File: src/rtl/stream_demux_pkg.sv
// Shared constants and types for the 1-to-2 stream demultiplexer.
package stream_demux_pkg;

  localparam int unsigned FIFO_DEPTH    = 2;
  localparam int unsigned DEFAULT_WIDTH = 8;
  localparam int unsigned DEFAULT_CNT_W = 16;

  typedef logic [1:0] fifo_cnt_t;

  localparam fifo_cnt_t CntEmpty = 2'd0;
  localparam fifo_cnt_t CntOne   = 2'd1;
  localparam fifo_cnt_t CntFull  = fifo_cnt_t'(FIFO_DEPTH);

endpackage

File: src/rtl/stream_demux_1to2_if.sv
// Bundle of the producer-side and both consumer-side stream signals plus debug counters.
interface stream_demux_1to2_if
  import stream_demux_pkg::*;
#(
  parameter int unsigned WIDTH = DEFAULT_WIDTH,
  parameter int unsigned CNT_W = DEFAULT_CNT_W
);

  logic             in_valid;
  logic             in_ready;
  logic             in_sel;
  logic [WIDTH-1:0] in_data;
  logic             out0_valid;
  logic             out0_ready;
  logic [WIDTH-1:0] out0_data;
  logic             out1_valid;
  logic             out1_ready;
  logic [WIDTH-1:0] out1_data;
  logic [CNT_W-1:0] cnt0;
  logic [CNT_W-1:0] cnt1;

  // Environment side: producer and both consumers.
  modport master (
    output in_valid, in_sel, in_data, out0_ready, out1_ready,
    input  in_ready, out0_valid, out0_data, out1_valid, out1_data, cnt0, cnt1
  );

  // Demux side.
  modport slave (
    input  in_valid, in_sel, in_data, out0_ready, out1_ready,
    output in_ready, out0_valid, out0_data, out1_valid, out1_data, cnt0, cnt1
  );

endinterface

File: src/rtl/stream_fifo2.sv
// Two-entry register FIFO; the head is always entry 0 so head data comes straight from a flop.
module stream_fifo2
  import stream_demux_pkg::*;
#(
  parameter int unsigned WIDTH = DEFAULT_WIDTH
) (
  input  logic             clk,
  input  logic             rst_n,
  input  logic             push,
  input  logic             pop,
  input  logic [WIDTH-1:0] data,
  output logic             valid,
  output logic             full,
  output logic [WIDTH-1:0] head
);

  fifo_cnt_t        count_q, count_d;
  logic [WIDTH-1:0] mem0_q, mem0_d;
  logic [WIDTH-1:0] mem1_q, mem1_d;
  logic             push_ok, pop_ok;

  assign valid   = (count_q != CntEmpty);
  assign full    = (count_q == CntFull);
  assign head    = mem0_q;
  assign push_ok = push && !full;
  assign pop_ok  = pop && valid;

  always_comb begin
    count_d = count_q;
    mem0_d  = mem0_q;
    mem1_d  = mem1_q;
    unique case ({push_ok, pop_ok})
      2'b10: begin
        count_d = count_q + 2'd1;
        if (count_q == CntEmpty) mem0_d = data;
        else                     mem1_d = data;
      end
      2'b01: begin
        count_d = count_q - 2'd1;
        mem0_d  = mem1_q;
      end
      // Only reachable with one entry: the old head leaves, the new word becomes head.
      2'b11:   mem0_d = data;
      default: ;
    endcase
  end

  always_ff @(posedge clk or negedge rst_n) begin
    if (!rst_n) begin
      count_q <= CntEmpty;
      mem0_q  <= '0;
      mem1_q  <= '0;
    end else begin
      count_q <= count_d;
      mem0_q  <= mem0_d;
      mem1_q  <= mem1_d;
    end
  end

endmodule

File: src/rtl/stream_demux_1to2.sv
// Registered 1-to-2 stream demux: steers each accepted word into a per-branch 2-entry FIFO.
module stream_demux_1to2
  import stream_demux_pkg::*;
#(
  parameter int unsigned WIDTH = DEFAULT_WIDTH,
  parameter int unsigned CNT_W = DEFAULT_CNT_W
) (
  input logic                clk,
  input logic                rst_n,
  stream_demux_1to2_if.slave bus
);

  logic             live_q;
  logic             full0, full1;
  logic             accept, push0, push1, pop0, pop1;
  logic [CNT_W-1:0] cnt0_q, cnt1_q;

  // Holds in_ready low while in reset and until the first edge after release.
  always_ff @(posedge clk or negedge rst_n) begin
    if (!rst_n) live_q <= 1'b0;
    else        live_q <= 1'b1;
  end

  assign bus.in_ready = live_q && !(bus.in_sel ? full1 : full0);
  assign accept       = bus.in_valid && bus.in_ready;
  assign push0        = accept && !bus.in_sel;
  assign push1        = accept && bus.in_sel;
  assign pop0         = bus.out0_valid && bus.out0_ready;
  assign pop1         = bus.out1_valid && bus.out1_ready;

  stream_fifo2 #(.WIDTH(WIDTH)) u_fifo0 (
    .clk   (clk),
    .rst_n (rst_n),
    .push  (push0),
    .pop   (pop0),
    .data  (bus.in_data),
    .valid (bus.out0_valid),
    .full  (full0),
    .head  (bus.out0_data)
  );

  stream_fifo2 #(.WIDTH(WIDTH)) u_fifo1 (
    .clk   (clk),
    .rst_n (rst_n),
    .push  (push1),
    .pop   (pop1),
    .data  (bus.in_data),
    .valid (bus.out1_valid),
    .full  (full1),
    .head  (bus.out1_data)
  );

  always_ff @(posedge clk or negedge rst_n) begin
    if (!rst_n) begin
      cnt0_q <= '0;
      cnt1_q <= '0;
    end else begin
      if (push0) cnt0_q <= cnt0_q + CNT_W'(1);
      if (push1) cnt1_q <= cnt1_q + CNT_W'(1);
    end
  end

  assign bus.cnt0 = cnt0_q;
  assign bus.cnt1 = cnt1_q;

endmodule

File: src/flat_wrapper.sv
// flat-port wrapper written by rule: the top's interface ports become plain ports
module stream_demux_1to2_flat import stream_demux_pkg::*;
#(
  parameter int unsigned WIDTH = DEFAULT_WIDTH,
  parameter int unsigned CNT_W = DEFAULT_CNT_W
)
  (clk, rst_n, bus_in_valid, bus_in_sel, bus_in_data, bus_out0_ready, bus_out1_ready, bus_in_ready, bus_out0_valid, bus_out0_data, bus_out1_valid, bus_out1_data, bus_cnt0, bus_cnt1);
  stream_demux_1to2_if #(.WIDTH(WIDTH), .CNT_W(CNT_W)) bus_i ();
  input logic clk;
  input logic rst_n;
  input wire logic [$bits(bus_i.in_valid)-1:0] bus_in_valid;
  input wire logic [$bits(bus_i.in_sel)-1:0] bus_in_sel;
  input wire logic [$bits(bus_i.in_data)-1:0] bus_in_data;
  input wire logic [$bits(bus_i.out0_ready)-1:0] bus_out0_ready;
  input wire logic [$bits(bus_i.out1_ready)-1:0] bus_out1_ready;
  output wire logic [$bits(bus_i.in_ready)-1:0] bus_in_ready;
  output wire logic [$bits(bus_i.out0_valid)-1:0] bus_out0_valid;
  output wire logic [$bits(bus_i.out0_data)-1:0] bus_out0_data;
  output wire logic [$bits(bus_i.out1_valid)-1:0] bus_out1_valid;
  output wire logic [$bits(bus_i.out1_data)-1:0] bus_out1_data;
  output wire logic [$bits(bus_i.cnt0)-1:0] bus_cnt0;
  output wire logic [$bits(bus_i.cnt1)-1:0] bus_cnt1;
  assign bus_i.in_valid = bus_in_valid;
  assign bus_i.in_sel = bus_in_sel;
  assign bus_i.in_data = bus_in_data;
  assign bus_i.out0_ready = bus_out0_ready;
  assign bus_i.out1_ready = bus_out1_ready;
  assign bus_in_ready = bus_i.in_ready;
  assign bus_out0_valid = bus_i.out0_valid;
  assign bus_out0_data = bus_i.out0_data;
  assign bus_out1_valid = bus_i.out1_valid;
  assign bus_out1_data = bus_i.out1_data;
  assign bus_cnt0 = bus_i.cnt0;
  assign bus_cnt1 = bus_i.cnt1;
  stream_demux_1to2 #(.WIDTH(WIDTH), .CNT_W(CNT_W)) u_core (.clk(clk), .rst_n(rst_n), .bus(bus_i));
endmodule
File: config.mk
export PLATFORM = sky130hd
export DESIGN_NAME = stream_demux_1to2_flat
export DESIGN_NICKNAME = d
export VERILOG_FILES = /design/src/rtl/stream_demux_pkg.sv /design/src/rtl/stream_demux_1to2_if.sv /design/src/rtl/stream_fifo2.sv /design/src/rtl/stream_demux_1to2.sv /design/src/flat_wrapper.sv
export SDC_FILE = /design/constraint.sdc
export NUM_CORES = 1
export LEC_CHECK = 0
export ABC_AREA = 1
export BUFFER_PORTS_ARGS = -buffer_cell sky130_fd_sc_hd__clkbuf_2
export CAP_MARGIN = 20
export CORE_UTILIZATION = 60
export CTS_BUF_LIST = sky130_fd_sc_hd__clkbuf_16
export CTS_CLUSTER_DIAMETER = 100
export DETAILED_ROUTE_END_ITERATION = 8
export GPL_TIMING_DRIVEN = 0
export PLACE_DENSITY_LB_ADDON = 0.1
export SLEW_MARGIN = 20
export SYNTH_ARGS = -nofsm -noshare
export SYNTH_HDL_FRONTEND = slang
export SYNTH_SLANG_ARGS = --single-unit
File: constraint.sdc
create_clock -name clk -period 5.5 [get_ports clk]
set_clock_uncertainty 0.2 [all_clocks]
set_input_delay 0.825 -clock clk [delete_from_list [all_inputs] [get_ports clk]]
set_output_delay 0.825 -clock clk [all_outputs]
set_load 0.02 [all_outputs]
==> results of run 1 <==
## stage by stage
stage               instance area, µm²  utilization  hold WS [ps]
floorplan                         3450            -           253
global placement                  3860        0.697           266
detailed placement                3890        0.701           274
CTS                               4190        0.757           278
global route                      4190        0.757           295
finish                            4190        0.757           266
## synth_stat cells (all sizes together)
cell type / instances / area, µm²
ha: 6 / 75.1
a21oi: 2 / 10.0
xor2: 10 / 87.6
nand4: 7 / 65.1
nor2: 32 / 128
conb: 1 / 3.75
clkbuf: 5 / 18.8
nand2: 158 / 596
clkinv: 1 / 5.00
xnor2: 12 / 105
nand3: 23 / 133
dfrtp: 69 / 1730
o21ai: 51 / 259
nor3: 3 / 15.0
buf: 6 / 38.8
nand3b: 4 / 30.0
inv: 42 / 158
## layer usage
metal	up-vias	global-route usage	part of all wire
met2	81	0.451	0.50
met3	18	0.0447	0.034
met5	-	0	0
li1	1518	-	-
met4	0	0.166	0.024
met1	1460	0.337	0.44
## cell usage in the layout, fill, tap and decap left out, types with 4 or more instances in the layout
cell and n:
nor2_1 31, o21ai_0 50, xnor2_1 12, inv_1 38, clkbuf_16 9, ha_1 6
buf_2 4, nand4_1 5, nand3b_1 4, clkinv_1 4, dfrtp_1 69, clkbuf_1 5
nand3_1 21, xor2_1 10, nand2_1 157, clkbuf_2 63, inv_2 4
## sequential cells by signal (all words and copies together) (netlist names)
signal and cells:
u_core.u_fifo1.mem1_q 8, u_core.u_fifo1.count_q 2, u_core.u_fifo0.head 8, u_core.u_fifo1.head 8, u_core.live_q 1, u_core.bus.cnt0 16, u_core.u_fifo0.mem1_q 8, u_core.u_fifo0.count_q 2
u_core.bus.cnt1 16
## worst min path at each step
stage	endpoint	from	cells after the start	slack, ps
5_1_grt	u_core.bus.cnt0[12]$_DFFE_PN0P_	rst_n	1	290
4_1_cts	u_core.bus.cnt0[12]$_DFFE_PN0P_	rst_n	1	280
6_report	u_core.bus.cnt0[12]$_DFFE_PN0P_	rst_n	1	270
3_5_place_dp	u_core.u_fifo0.mem1_q[0]$_DFFE_PN0P_	u_core.u_fifo0.mem1_q[0]$_DFFE_PN0P_	2	270
2_1_floorplan	u_core.u_fifo0.mem1_q[0]$_DFFE_PN0P_	u_core.u_fifo0.mem1_q[0]$_DFFE_PN0P_	2	250
3_3_place_gp	u_core.u_fifo1.mem1_q[2]$_DFFE_PN0P_	u_core.u_fifo1.mem1_q[2]$_DFFE_PN0P_	2	270
## worst reg2reg max path: stages (launching register included)
cell	delay, ps
dfrtp_1	430
inv_2	60
nand2_1	40
nor2_1	160
nor2_4	80
nand3_4	110
buf_2	240
ha_1	170
clkbuf_1	290
clkbuf_1	330
o21ai_0	190
nand2_1	100
nand2_1	50
## cell families (layout without fill, tap and decap cells)
| logic type | Yosys count | in the layout | synth area share |
|---|---|---|---|
| adder cells (fa/ha/maj) | 6 | 6 | 0.0217 |
| AND/OR/NAND/NOR | 227 | 227 | 0.280 |
| flip-flops | 69 | 69 | 0.500 |
| buffers and inverters | 54 | 135 | 0.0638 |
| AO/OA/AOI/OAI | 53 | 53 | 0.0779 |
| other | 1 | 1 | 0.00109 |
| XOR/XNOR | 22 | 22 | 0.0558 |
## power by group through the flow
stage	logic (W)	registers, W	clock network (W)
global route	0.000693	0.000817	0.000626
global placement	0.000598	0.000793	0
detailed placement	0.000621	0.000802	0
floorplan	0.000321	0.000892	0
CTS	0.000629	0.000795	0.000601
finish	0.000619	0.000797	0.000593
## area by class of cell
| class | count | area [µm²] |
|---|---|---|
| plain buffers | 11 | 57.6 |
| clock buffers | 9 | 225 |
| clock inverters | 7 | 80.1 |
| fillers | 427 | 1350 |
| inverters | 43 | 163 |
| multi-input cells | 309 | 1510 |
| flip-flops and latches | 69 | 1730 |
| well taps | 72 | 90.1 |
| repair buffers | 65 | 343 |
==> impl_metrics.yaml, run 1 <==
setup_path:
  r2r_start: "u_core.u_fifo0.count_q[0]$_DFFE_PN0P_"
  end_kind: "flop"
  worstPathMaxFanout: 10
  endpoint: "u_core.u_fifo0.head[0]$_DFFE_PN0P_"
  cp-start-kind: "input port"
  crit_path_start: "bus_in_sel"
  timing.reg2reg.setup_slack_ps: 2950
  r2r_end: "u_core.u_fifo0.head[0]$_DFFE_PN0P_"
  crit_arrival_ps: 2700
  cp.required_ps: 5520
  cp_num_buf_inv: 4
  critical_path_depth: 11
  critPathMaxStageDelay_ps: 330
  path_cells: "clkbuf_2, nor2_1, nor2_4, nand3_4, buf_2, ha_1, clkbuf_1, clkbuf_1, o21ai_0, nand2_1, nand2_1"
  cpMaxStageDelayCell: "clkbuf_1"
  ff2ff_path_depth: 12
  crit_family: "buffers and inverters"
  critPathKind: "in2reg"
clock_tree:
  cts_tree: "done"
  cts_resized: 0
  cts_max_level: 3
  clkSinkCount: 69
  clkTransAtPathRegs_ps: 50
  post_cts_buffers: 0
  clk_path_buf_depth: 2
  cts_root_buf: "clkbuf_16"
  cts_made_buffers: 9
  postCtsHoldBufs: 0
  clk_latency_ps: 320
timing:
  tns_ps: 0
  setup_violations: 0
  min_period_ps: 2680
  report.final.slew_viol_count: 0
  hold_violations: 0
  rsz0062_at_grt: "no"
  setup_ws_ps: 2820
  fmax_mhz: 373
  period_share: 0.488
place:
  dp.cells: 569
  dp_hpwl_mm: 5.17
  pre_cts_ws_ps: 2460
  portBuffers: 64
  place.gp.congestion: 0.845
pwr:
  ir_drop_mv: 0.281
  power_switching_w: 0.000725
  seqPwrFrac: 0.397
  pwr-share-clk: 0.295
  powerDensity_nw_per_um2: 479
  totalPowerFinal_w: 0.00201
  pwr-share-comb: 0.308
  switching_share: 0.361
  p_int_w: 0.00128
  leakage_nw: 2.17
drt:
  post-route-drc-count: 0
  vias_per_cell: 5.26
  finalWirelength_mm: 7.32
  antenna_left: 0
  firstDrtPassIters: 4
  dr_total_vias: 3077
  dr.first_iter.drc_count: 204
  wl_per_cell_um: 12.5
global_route:
  antenna_found_initial: 0
  grt_max_degree: 40
  grt_pass1_vias: 2969
  grt_pass1_wl_mm: 12.9
  overflow: 0
  grt_use_total: 0.274
synthesis:
  syn-cell-area_um2: 3450
  synth_seq_area_share: 0.500
  syn-mean-instance-area_um2: 7.99
  synth_warnings: 0
  ys_seq_elements: 69
  netlist-cell-type-count: 27
  syn_nets: 452
  netlist_instances: 432
die:
  die-area_um2: 6060
  rows: 27
  core_um2: 5540
  initial_core_util: 0.623
  die_w_um: 77.9
  num_io_pins: 65
  die_h_um: 77.9
layout:
  final_cells: 585
  drive_above_1_share: 0.185
  layout.nets: 528
  area_growth_pct: 21.4
  antenna_cells: 0
flow_run:
  drv_cap: 0
worst_hold_path:
  hp-class: "in2async"
status:
  status: "completed"
Power figures use the tool's default switching activity.
==> run 2: changes to the inputs <==
--- a/config.mk
+++ b/config.mk
@@ -8,7 +8,7 @@
 export ABC_AREA = 1
 export BUFFER_PORTS_ARGS = -buffer_cell sky130_fd_sc_hd__clkbuf_2
 export CAP_MARGIN = 20
-export CORE_UTILIZATION = 60
+export CORE_UTILIZATION = 55
 export CTS_BUF_LIST = sky130_fd_sc_hd__clkbuf_16
 export CTS_CLUSTER_DIAMETER = 100
 export DETAILED_ROUTE_END_ITERATION = 8
==> constraint.sdc (replaced) <==
create_clock -name clk -period 2.5 [get_ports clk]
set_clock_uncertainty 0.2 [all_clocks]
set_input_delay 0.375 -clock clk [delete_from_list [all_inputs] [get_ports clk]]
set_output_delay 0.375 -clock clk [all_outputs]
set_load 0.02 [all_outputs]
==> impl_metrics.yaml, run 2 (synthesis results as in run 1) <==
setup_path:
  cp.required_ps: 2520
  crit_arrival_ps: 2270
  worstPathMaxFanout: 10
  end_kind: "flop"
  path_common_cell: "nand2_1"
  r2r_start: "u_core.u_fifo0.count_q[0]$_DFFE_PN0P_"
  critPathMaxStageDelay_ps: 430
  path_cells: "inv_2, nand2_1, nor2_1, nor2_4, nand3_4, buf_2, ha_2, clkbuf_2, o21ai_0, nand2_1, nand2_1"
  ff2ff_path_depth: 11
  crit_family: "buffers and inverters"
  cp-start-kind: "flop"
  critPathKind: "reg2reg"
  timing.reg2reg.setup_slack_ps: 240
  cp_num_buf_inv: 3
  r2r_end: "u_core.u_fifo0.head[2]$_DFFE_PN0P_"
  cpMaxStageDelayCell: "dfrtp_1"
pwr:
  pwr-share-comb: 0.320
  totalPowerFinal_w: 0.00419
  p_int_w: 0.00262
  powerDensity_nw_per_um2: 1010
  leakage_nw: 2.16
  seqPwrFrac: 0.416
  pwr-share-clk: 0.264
  switching_share: 0.374
  ir_drop_mv: 0.610
  power_switching_w: 0.00157
die:
  die_w_um: 81.2
  rows: 28
  die-area_um2: 6600
  num_io_pins: 65
  initial_core_util: 0.576
  die_h_um: 81.2
  core_um2: 5990
drt:
  dr_total_vias: 2981
  finalWirelength_mm: 7.04
  dr.first_iter.drc_count: 180
  vias_per_cell: 5.09
  firstDrtPassIters: 4
  antenna_left: 0
  post-route-drc-count: 0
  wl_per_cell_um: 12.0
place:
  place.gp.congestion: 0.863
  pre_cts_ws_ps: -79.9
  portBuffers: 64
  dp_hpwl_mm: 5.14
timing:
  period_share: 0.902
  setup_violations: 0
  hold_violations: 0
  hold_ws_ps: 151
  report.final.slew_viol_count: 0
  min_period_ps: 2260
  setup_ws_ps: 244
  rsz0062_at_grt: "no"
  tns_ps: 0
  fmax_mhz: 443
global_route:
  grt_max_degree: 46
  grt_use_total: 0.244
  antenna_found_initial: 0
  grt_pass1_wl_mm: 12.2
  grt_pass1_vias: 2801
  overflow: 0
clock_tree:
  clkSinkCount: 69
  cts_tree: "done"
  cts_max_level: 3
  clkTransAtPathRegs_ps: 50
  clk_latency_ps: 330
  cts_made_buffers: 9
  cts_root_buf: "clkbuf_16"
  clk_path_buf_depth: 2
worst_hold_path:
  hold_depth: 3
  hp-class: "in2reg"
  hold_end: "u_core.u_fifo0.mem1_q[5]$_DFFE_PN0P_"
  hp-start: "bus_in_data[5]"
flow_run:
  drv_cap: 0
layout:
  nFillCells: 497
  layout.nets: 526
  regArea_um2: 1730
  antenna_cells: 0
  area_growth_pct: 20.5
  drive_above_1_share: 0.194
  final_cell_mix: "157 x nand2_1, 69 x dfrtp_1, 65 x clkbuf_2"
  multiInputGateArea_um2: 1510
  final_common_cell: "nand2_1"
status:
  status: "completed"
==> run 2: area by class of cell <==
type / count / area share
repair buffers: 66 / 0.0866
clock inverters: 7 / 0.00812
inverters: 43 / 0.0391
multi-input cells: 309 / 0.363
clock buffers: 9 / 0.0541
flip-flops and latches: 69 / 0.415
plain buffers: 8 / 0.0117
well taps: 75 / 0.0226
==> run 2: worst max path at each step <==
stage,from,end,slack [ps],depth (start not counted)
6_report,u_core.u_fifo0.count_q[0]$_DFFE_PN0P_,u_core.u_fifo0.head[2]$_DFFE_PN0P_,240,11
5_1_grt,u_core.u_fifo0.count_q[0]$_DFFE_PN0P_,u_core.u_fifo0.head[7]$_DFFE_PN0P_,10,11
4_1_cts,u_core.u_fifo0.count_q[0]$_DFFE_PN0P_,u_core.u_fifo0.head[2]$_DFFE_PN0P_,7,12
3_5_place_dp,bus_in_sel,u_core.u_fifo0.head[7]$_DFFE_PN0P_,-80,11
3_3_place_gp,bus_in_sel,u_core.u_fifo0.head[5]$_DFFE_PN0P_,-30,11
2_1_floorplan,u_core.u_fifo0.count_q[0]$_DFFE_PN0P_,u_core.u_fifo0.head[0]$_DFFE_PN0P_,300,12
==> run 2: repair_timing <==
| item | 4_1_cts | 5_1_grt |
|---|---|---|
| hold buffers | 1 | 0 |
| endpoints found under the setup margin | 8 | 17 |
| hold endpoints to repair | 24 | 0 |
| buffers inserted | 0 | 0 |
| resized for setup | 1 | 3 |
==> run 2: tightest hold or removal path: cells and delay by family <==
kind            cells  cell delay, ps
buf+inv             2             170
compound gates      1              90
==> run 2: per-layer routing <==
metal	vias to the layer above	GRT usage	share of wire
met4	0	0.0857	0.011
met5	-	0	0
li1	1511	-	-
met3	8	0.0573	0.039
met2	68	0.422	0.50
met1	1394	0.296	0.45
==> run 2: metrics by stage <==
| stage | std cells | util | area, µm² |
|---|---|---|---|
| final | 586 | 0.694 | 4160 |
| after CTS | 589 | 0.696 | 4170 |
| after detailed placement | 572 | 0.651 | 3900 |
| after global placement | 571 | 0.646 | 3870 |
| after floorplan | 432 | - | 3450 |
| after global routing | 586 | 0.694 | 4160 |
==> run 2: power groups by stage <==
stage,Sequential (W),Combinational (W),Clock (W)
2_1_floorplan,0.00196,0.000706,0
3_3_place_gp,0.00175,0.00131,0
3_5_place_dp,0.00176,0.00135,0
4_1_cts,0.00174,0.00136,0.00113
5_1_grt,0.00180,0.00153,0.00117
6_report,0.00174,0.00134,0.00111
